[src/rtl/mem_bus_arbiter.sv]
// Two-master round-robin arbiter for the PicoRV32 native bus: m0 (CPU) and m1 (DMA) share one slave port.
// Define ARB_TIMEOUT_EN to add a watchdog that force-completes transactions the slave never acknowledges.
module mem_bus_arbiter #(
    parameter int unsigned   AW             = 32,
    parameter int unsigned   DW             = 32,
    parameter int unsigned   TIMEOUT_CYCLES = 255,
    parameter logic [DW-1:0] TIMEOUT_RDATA  = DW'(32'hDEADBEEF)
) (
    input  logic            clk,
    input  logic            reset,
    input  logic            m0_valid,
    input  logic [AW-1:0]   m0_addr,
    input  logic [DW-1:0]   m0_wdata,
    input  logic [DW/8-1:0] m0_wstrb,
    output logic            m0_ready,
    output logic [DW-1:0]   m0_rdata,
    input  logic            m1_valid,
    input  logic [AW-1:0]   m1_addr,
    input  logic [DW-1:0]   m1_wdata,
    input  logic [DW/8-1:0] m1_wstrb,
    output logic            m1_ready,
    output logic [DW-1:0]   m1_rdata,
    output logic            s_valid,
    output logic [AW-1:0]   s_addr,
    output logic [DW-1:0]   s_wdata,
    output logic [DW/8-1:0] s_wstrb,
    input  logic            s_ready,
    input  logic [DW-1:0]   s_rdata,
    output logic [1:0]      grant,
    output logic            timeout_err
);

    typedef enum logic {
        IDLE = 1'b0,
        BUSY = 1'b1
    } state_t;

    state_t      state_q;
    logic [1:0]  grant_q;
    logic        last_q;      // 1 = m1 was served most recently

    logic [1:0]  m_valid;
    logic        busy;
    logic        gnt_valid;
    logic        to_hit;
    logic        done;
    logic        abort;
    logic [DW-1:0] resp_rdata;
    logic [1:0]  m_ready;
    logic [DW-1:0] m_rdata [2];

    assign m_valid   = {m1_valid, m0_valid};
    assign busy      = (state_q == BUSY);
    assign gnt_valid = |(grant_q & m_valid);
    assign done      = busy & gnt_valid & (s_ready | to_hit);
    assign abort     = busy & ~gnt_valid;
    assign grant     = grant_q;

    always_comb begin
        s_valid = busy;
        s_addr  = '0;
        s_wdata = '0;
        s_wstrb = '0;
        if (busy) begin
            if (grant_q[1]) begin
                s_addr  = m1_addr;
                s_wdata = m1_wdata;
                s_wstrb = m1_wstrb;
            end else begin
                s_addr  = m0_addr;
                s_wdata = m0_wdata;
                s_wstrb = m0_wstrb;
            end
        end
    end

    genvar gi;
    generate
        for (gi = 0; gi < 2; gi++) begin : g_resp
            assign m_ready[gi] = done & grant_q[gi];
            assign m_rdata[gi] = m_ready[gi] ? resp_rdata : '0;
        end
    endgenerate

    assign m0_ready = m_ready[0];
    assign m1_ready = m_ready[1];
    assign m0_rdata = m_rdata[0];
    assign m1_rdata = m_rdata[1];

    always_ff @(posedge clk or posedge reset) begin
        if (reset) begin
            state_q <= IDLE;
            grant_q <= 2'b00;
            last_q  <= 1'b1;
        end else begin
            case (state_q)
                IDLE: begin
                    // On a tie the master that was not served last wins.
                    if (m0_valid && (!m1_valid || last_q)) begin
                        grant_q <= 2'b01;
                        state_q <= BUSY;
                    end else if (m1_valid) begin
                        grant_q <= 2'b10;
                        state_q <= BUSY;
                    end
                end
                BUSY: begin
                    if (abort) begin
                        grant_q <= 2'b00;
                        state_q <= IDLE;
                    end else if (done) begin
                        last_q  <= grant_q[1];
                        grant_q <= 2'b00;
                        state_q <= IDLE;
                    end
                end
                default: begin
                    grant_q <= 2'b00;
                    state_q <= IDLE;
                end
            endcase
        end
    end

`ifdef ARB_TIMEOUT_EN
    logic [15:0] cnt_q;
    logic [15:0] cnt_d;
    logic        timeout_err_q;
    logic        timeout_err_d;

    // Fires in BUSY cycle number TIMEOUT_CYCLES; a real s_ready in that cycle still wins.
    assign to_hit     = busy & ~s_ready & (cnt_q == 16'(TIMEOUT_CYCLES - 1));
    assign resp_rdata = s_ready ? s_rdata : TIMEOUT_RDATA;

    always_comb begin
        cnt_d         = cnt_q;
        timeout_err_d = timeout_err_q;
        if (!busy) begin
            cnt_d = '0;
        end else if (!s_ready) begin
            cnt_d = cnt_q + 16'd1;
        end
        if (to_hit && gnt_valid) begin
            timeout_err_d = 1'b1;
        end
    end

    always_ff @(posedge clk or posedge reset) begin
        if (reset) begin
            cnt_q         <= '0;
            timeout_err_q <= 1'b0;
        end else begin
            cnt_q         <= cnt_d;
            timeout_err_q <= timeout_err_d;
        end
    end

    assign timeout_err = timeout_err_q;
`else
    logic unused_cfg;

    assign to_hit      = 1'b0;
    assign resp_rdata  = s_rdata;
    assign timeout_err = 1'b0;
    assign unused_cfg  = ^{TIMEOUT_RDATA, 16'(TIMEOUT_CYCLES)};
`endif

endmodule
[config.mk]
export PLATFORM = sky130hd
export DESIGN_NAME = mem_bus_arbiter
export DESIGN_NICKNAME = d
export VERILOG_FILES = /design/src/rtl/mem_bus_arbiter.sv
export SDC_FILE = /design/constraint.sdc
export NUM_CORES = 1
export LEC_CHECK = 0
export BUFFER_PORTS_ARGS = -buffer_cell sky130_fd_sc_hd__buf_2
export CAP_MARGIN = 20
export CORE_AREA = 2 2 119 121
export DETAILED_ROUTE_END_ITERATION = 10
export DIE_AREA = 0 0 121 123
export PLACE_DENSITY = 0.45
export SLEW_MARGIN = 20
export SYNTH_ARGS = -nofsm -noshare
export SYNTH_HDL_FRONTEND = slang
export SYNTH_SLANG_ARGS = --single-unit
[constraint.sdc]
create_clock -name clk -period 1.5 [get_ports clk]
set_input_delay 0 -clock clk [delete_from_list [all_inputs] [get_ports clk]]
set_output_delay 0 -clock clk [all_outputs]
set_load 0.02 [all_outputs]
* Yosys cells after proc, flatten, opt, wreduce, memory -nomap -nowiden
Index checks and enable logic that the tools add are counted.
** Word-level totals
- Register bits :: 4
- Bits of input ports :: 173
- Logic and storage cells :: 38
** Cells by class
- Equal/unequal tests :: 2
- Muxes and demuxes :: 18
- Bitwise operators :: 9
- Reductions and logical operators :: 6
** Operators by type and width (count)
- $mux W32 :: 6
- $mux W2 :: 4
- $mux W4 :: 2
- $and A1 B1 Y1 :: 5
- $mux W1 :: 4
- $pmux W2 S2 :: 1
- $ne A3 B1 Y1 const B :: 1
- $ne A3 B3 Y1 const B :: 1
- $not A1 Y1 :: 3
- $reduce_and A3 Y1 :: 1
- $and A2 B2 Y2 :: 1
- $pmux W1 S2 :: 1
- $reduce_and A2 Y1 :: 1
- $reduce_or A2 Y1 :: 1
- $logic_and A1 B1 Y1 :: 1
- $logic_not A1 Y1 :: 1
- $logic_or A1 B1 Y1 :: 1

* Logic depth before layout (Yosys ltp)
- Word-level depth :: 7
- Gate-level depth with buffers :: 5
- Gate-level depth less buffers :: 3

* Least setup slack after synthesis
Ideal clock, no wire load.
- Path kind :: reg-to-output
- Start point :: register state_q (netlist: s_valid)
- End point :: output m0_rdata[22]
- Arrival :: 1473 ps
- Path slack :: 27 ps
- Cell stages (with the launch flop) :: 6
- Buffers on the path :: 2
- Cell sequence :: dfrtp_1 > buf_2 > nand2_1 > nor3b_4 > buf_6 > and2_1
** On the way
- Cells in the longest elaborated chain, start to end :: 4
** Ends and longest elaborated chain
- start: declaration :: RTL line 38 : state_t state_q;
- start signal: assignment :: RTL line 92 : state_q <= IDLE;
- start signal: assignment :: RTL line 101 : state_q <= BUSY;
- start signal: assignment :: RTL line 104 : state_q <= BUSY;
- $and A1 B1 Y1 (2 in series) :: RTL line 55 : assign done = busy & gnt_valid & (s_ready | to_hit);
- $and A1 B1 Y1 :: RTL line 80 : assign m_ready[gi] = done & grant_q[gi];
- via m0_ready :: RTL line 15 : output logic m0_ready,
- $mux W32 :: RTL line 81 : assign m_rdata[gi] = m_ready[gi] ? resp_rdata : '0;
- end: declaration :: RTL line 16 : output logic [DW-1:0] m0_rdata,
The timed path passes the listed nets, and every way through them passes these cells.

* Worst setup path after layout
- Start point :: register grant_q[1] (netlist: grant[1])
- End point :: output m0_rdata[20]
** On the way
- Cells in the longest elaborated chain, start to end :: 6
** Ends and longest elaborated chain
- start: declaration :: RTL line 39 : logic [1:0] grant_q;
- start signal: assignment :: RTL line 93 : grant_q <= 2'b00;
- start signal: assignment :: RTL line 100 : grant_q <= 2'b01;
- start signal: assignment :: RTL line 103 : grant_q <= 2'b10;
- $and A2 B2 Y2 :: RTL line 54 : assign gnt_valid = |(grant_q & m_valid);
- $reduce_or A2 Y1 :: RTL line 54
- $and A1 B1 Y1 (2 in series) :: RTL line 55
- $and A1 B1 Y1 :: RTL line 80
- $mux W32 :: RTL line 81
Every way passes these cells.

==> parameters.txt <==
Parameter                              Value

Power
  Net Sw Frac    51.1%
  Maximum vdd drop    0.448 mV
  Power share of the clock group    9.2%
  Power spent charging and discharging nets    2.40 mW
  Proportion of power drawn by flip-flops and latches    5.4%
  Comb power frac    85.5%
  PD cells    1120 nW/um^2
  Leakage power    2.30 nW
  Internal power summed over all cells    2.29 mW

Place
  Number of input and output port buffers inserted    309
  Final weighted congestion in routability-driven placement    0.731
  Instance area at placement    3630 sq um
  Half-perimeter wire length after detailed placement    7110 microns

STA
  Maximum clock frequency    0.655 GHz
  Worst Slack Setup Final    -0.0271 ns
  Minimum clock period after layout    1.53 ns
  Final cycle utilization of the critical path    102%
  Fin. Hold Viols    0
  Hold_ws    0.0745 ns
  Slew Viols, Final    0
  RSZ-0062 raised after global routing    yes
  Worst clock skew    0.000728 ns
  Count of final setup violators    36

Worst setup path
  First element of the critical path    grant[1]
  Arrival time at the worst endpoint    1.53 ns
  Max Fanout on Critical Path    33
  Worst setup path endpoint    m0_rdata[20]
  Reg-to-Reg Start    s_valid
  Reg2Reg Setup Slack    0.27 ns
  Number of cells on the worst reg-to-reg path    3
  Reg-to-reg critical path endpoint    last_q
  Startpoint type of the worst setup path    flop
  Critical Setup Path Class    flop to output pin
  CP Capture Type    output pin
  Required time reported for the critical path endpoint    1.50 ns

Route
  Post-DR vias/cell    3.92
  Total wire length    8970 microns
  Number of vias in the routed layout    2,865
  Iteration-0 DRC Markers    35
  Antenna-violating nets left    0
  DRT Pass-1 Iters    3
  Routed wire length per instance    12.3 microns
  Remaining routing DRC violations    0

Floorplanning
  I/O pin count    311
  Die Ht    123 microns
  Area of the placeable core    13,600 sq um
  Total number of placement rows    43
  Initial core utilization    14.1%
  Die Width    121 microns
  Die Footprint    14,900 sq um

Clock tree
  CTS H-tree depth    1
  Sinks on the clock net    4
  Root Buffer    clkbuf_16
  Clock buffer count from CTS    3
  Clock insertion delay at the later pin of the skew report    0.22 ns
  Bufs on Longest Clock Path    2
  Clock tree from TritonCTS    done
  Clock transition at the register clock pins on the worst setup and hold paths after CTS    0.03 ns

Yosys
  Number of synthesized flops with an enable pin    0
  Number of distinct library cells after synthesis    24
  Synthesis warning total    0
  Primary FF master, synth    dfrtp_1
  Async S/R FF share, synth    100%
  Post-synthesis instance area    1910 sq um
  Post-Syn Instances    247
  Number of register bits inferred by synthesis    4
  Nets in the synthesized netlist    420
  Average instance area after synthesis    7.75 sq um
  Seq/Total Area, Yosys    5.30%

Global route
  First-pass GRT wire length    11,900 microns
  Leftover overflow at the end of global routing    0
  Via count of the first global-routing pass    2,628
  Total global routing track utilization    9.86%
  Number of antenna violations at the first check in global routing    0
  Maximum number of pins on one net before global-route repair    45

Layout
  Inserted Diodes    0
  Layout cells sized above 1    66.4%
  Commonest non-fill, non-tap cell in the layout    buf_2
  Final #Nets    725
  Most used cells in the layout excluding fill and tap cells    buf_2 (245), nor2b_1 (69), mux2i_1 (68), buf_6 (37), buf_4 (35)
  Area overhead of the layout relative to synthesis    118%
  Final standard cell area without fillers    4180 sq um

Min path
  Worst Hold Class    input pin to flop
  Launch instance of the worst min-delay path    s_ready
  Cell count of the worst hold path    2

Outcome
  Failing checks    setup timing
  Outcome    finished with violations

Flow run
  Number of max-capacitance violations reported    0
==> layout make-up <==
class                      instances  area, sq um
multi-input combinational        219         1750
fill                            1428         9440
tap                              180          225
clock buffer                       4         78.8
sequential                         4          108
inverter                           1         3.75
timing repair buffer             323         2020
==> stage by stage <==
stage	worst slack [ns]	std cells	setup TNS (ns)	utilization [%]	power (mW)
floorplan	0.0274	247	0	-	2.88
global placement	0.165	720	0	26.6	4.03
detailed placement	0.138	720	0	26.6	4.06
CTS	-0.0117	729	-0.0327	28.2	4.59
global route	-0.0823	731	-3.66	30.7	5.02
finish	-0.0271	731	-0.371	30.7	4.69
==> cells in the mapped netlist (2+ instances only) <==
library cell,count,area (sq um)
and2_2,4,30.0
buf_6,7,78.8
nor3b_4,2,37.5
a21oi_2,2,17.5
nand2_1,2,7.51
buf_2,8,40.0
and2_1,60,375
o32ai_1,2,17.5
clkbuf_1,7,26.3
nor2_1,2,7.51
nor2b_1,69,432
dfrtp_1,3,75.1
mux2i_1,68,681
==> repair_timing <==
| item | 4_1_cts | 5_1_grt |
|---|---|---|
| cloned | 1 | 2 |
| setup buffers | 3 | 0 |
| hold endpoints to repair | 4 | 0 |
| hold buffers | 1 | 0 |
| pin swaps | 2 | 21 |
| resized for setup | 34 | 105 |
| endpoints found under the setup margin | 77 | 100 |
==> critical path: stages (launching register included) <==
cell     delay (ns)
dfrtp_4        0.52
a21oi_2        0.22
nor3b_4        0.08
buf_12         0.16
and2_1         0.17
buf_4          0.16
==> registers in the layout (all words and copies together), names as in the netlist <==
register / count
s_valid: 1
grant: 2
last_q: 1
==> layer usage <==
layer | part of all wire, % | vias up | GRT usage (%)
li1 | - | 1420 | -
met1 | 33 | 1254 | 9.16
met2 | 56 | 184 | 21.2
met3 | 10 | 7 | 2.03
met4 | 1.0 | 0 | 2.62
met5 | 0 | - | 0
==> how the worst min path moves through the flow <==
| stage | slack, ns | endpoint |
|---|---|---|
| after floorplan | -0.23 | grant[0] |
| after global placement | -0.11 | grant[1] |
| after detailed placement | -0.10 | grant[1] |
| after CTS | 0.06 | s_valid |
| after global routing | 0.07 | s_valid |
| final | 0.07 | s_valid |
==> cell families after synthesis <==
group | share of synthesized area (%)
buf+inv | 8.18
simple gates | 47.2
compound gates | 3.60
flops | 5.30
mux | 35.6
other cells | 0.196
==> power groups by stage <==
stage | clock network (mW) | logic (mW) | registers (mW)
after floorplan | 0 | 2.64 | 0.238
after global placement | 0 | 3.80 | 0.233
after detailed placement | 0 | 3.83 | 0.235
after CTS | 0.435 | 3.91 | 0.238
after global routing | 0.454 | 4.31 | 0.259
final | 0.430 | 4.01 | 0.251
No activity file was read; power rests on OpenSTA's default activity.
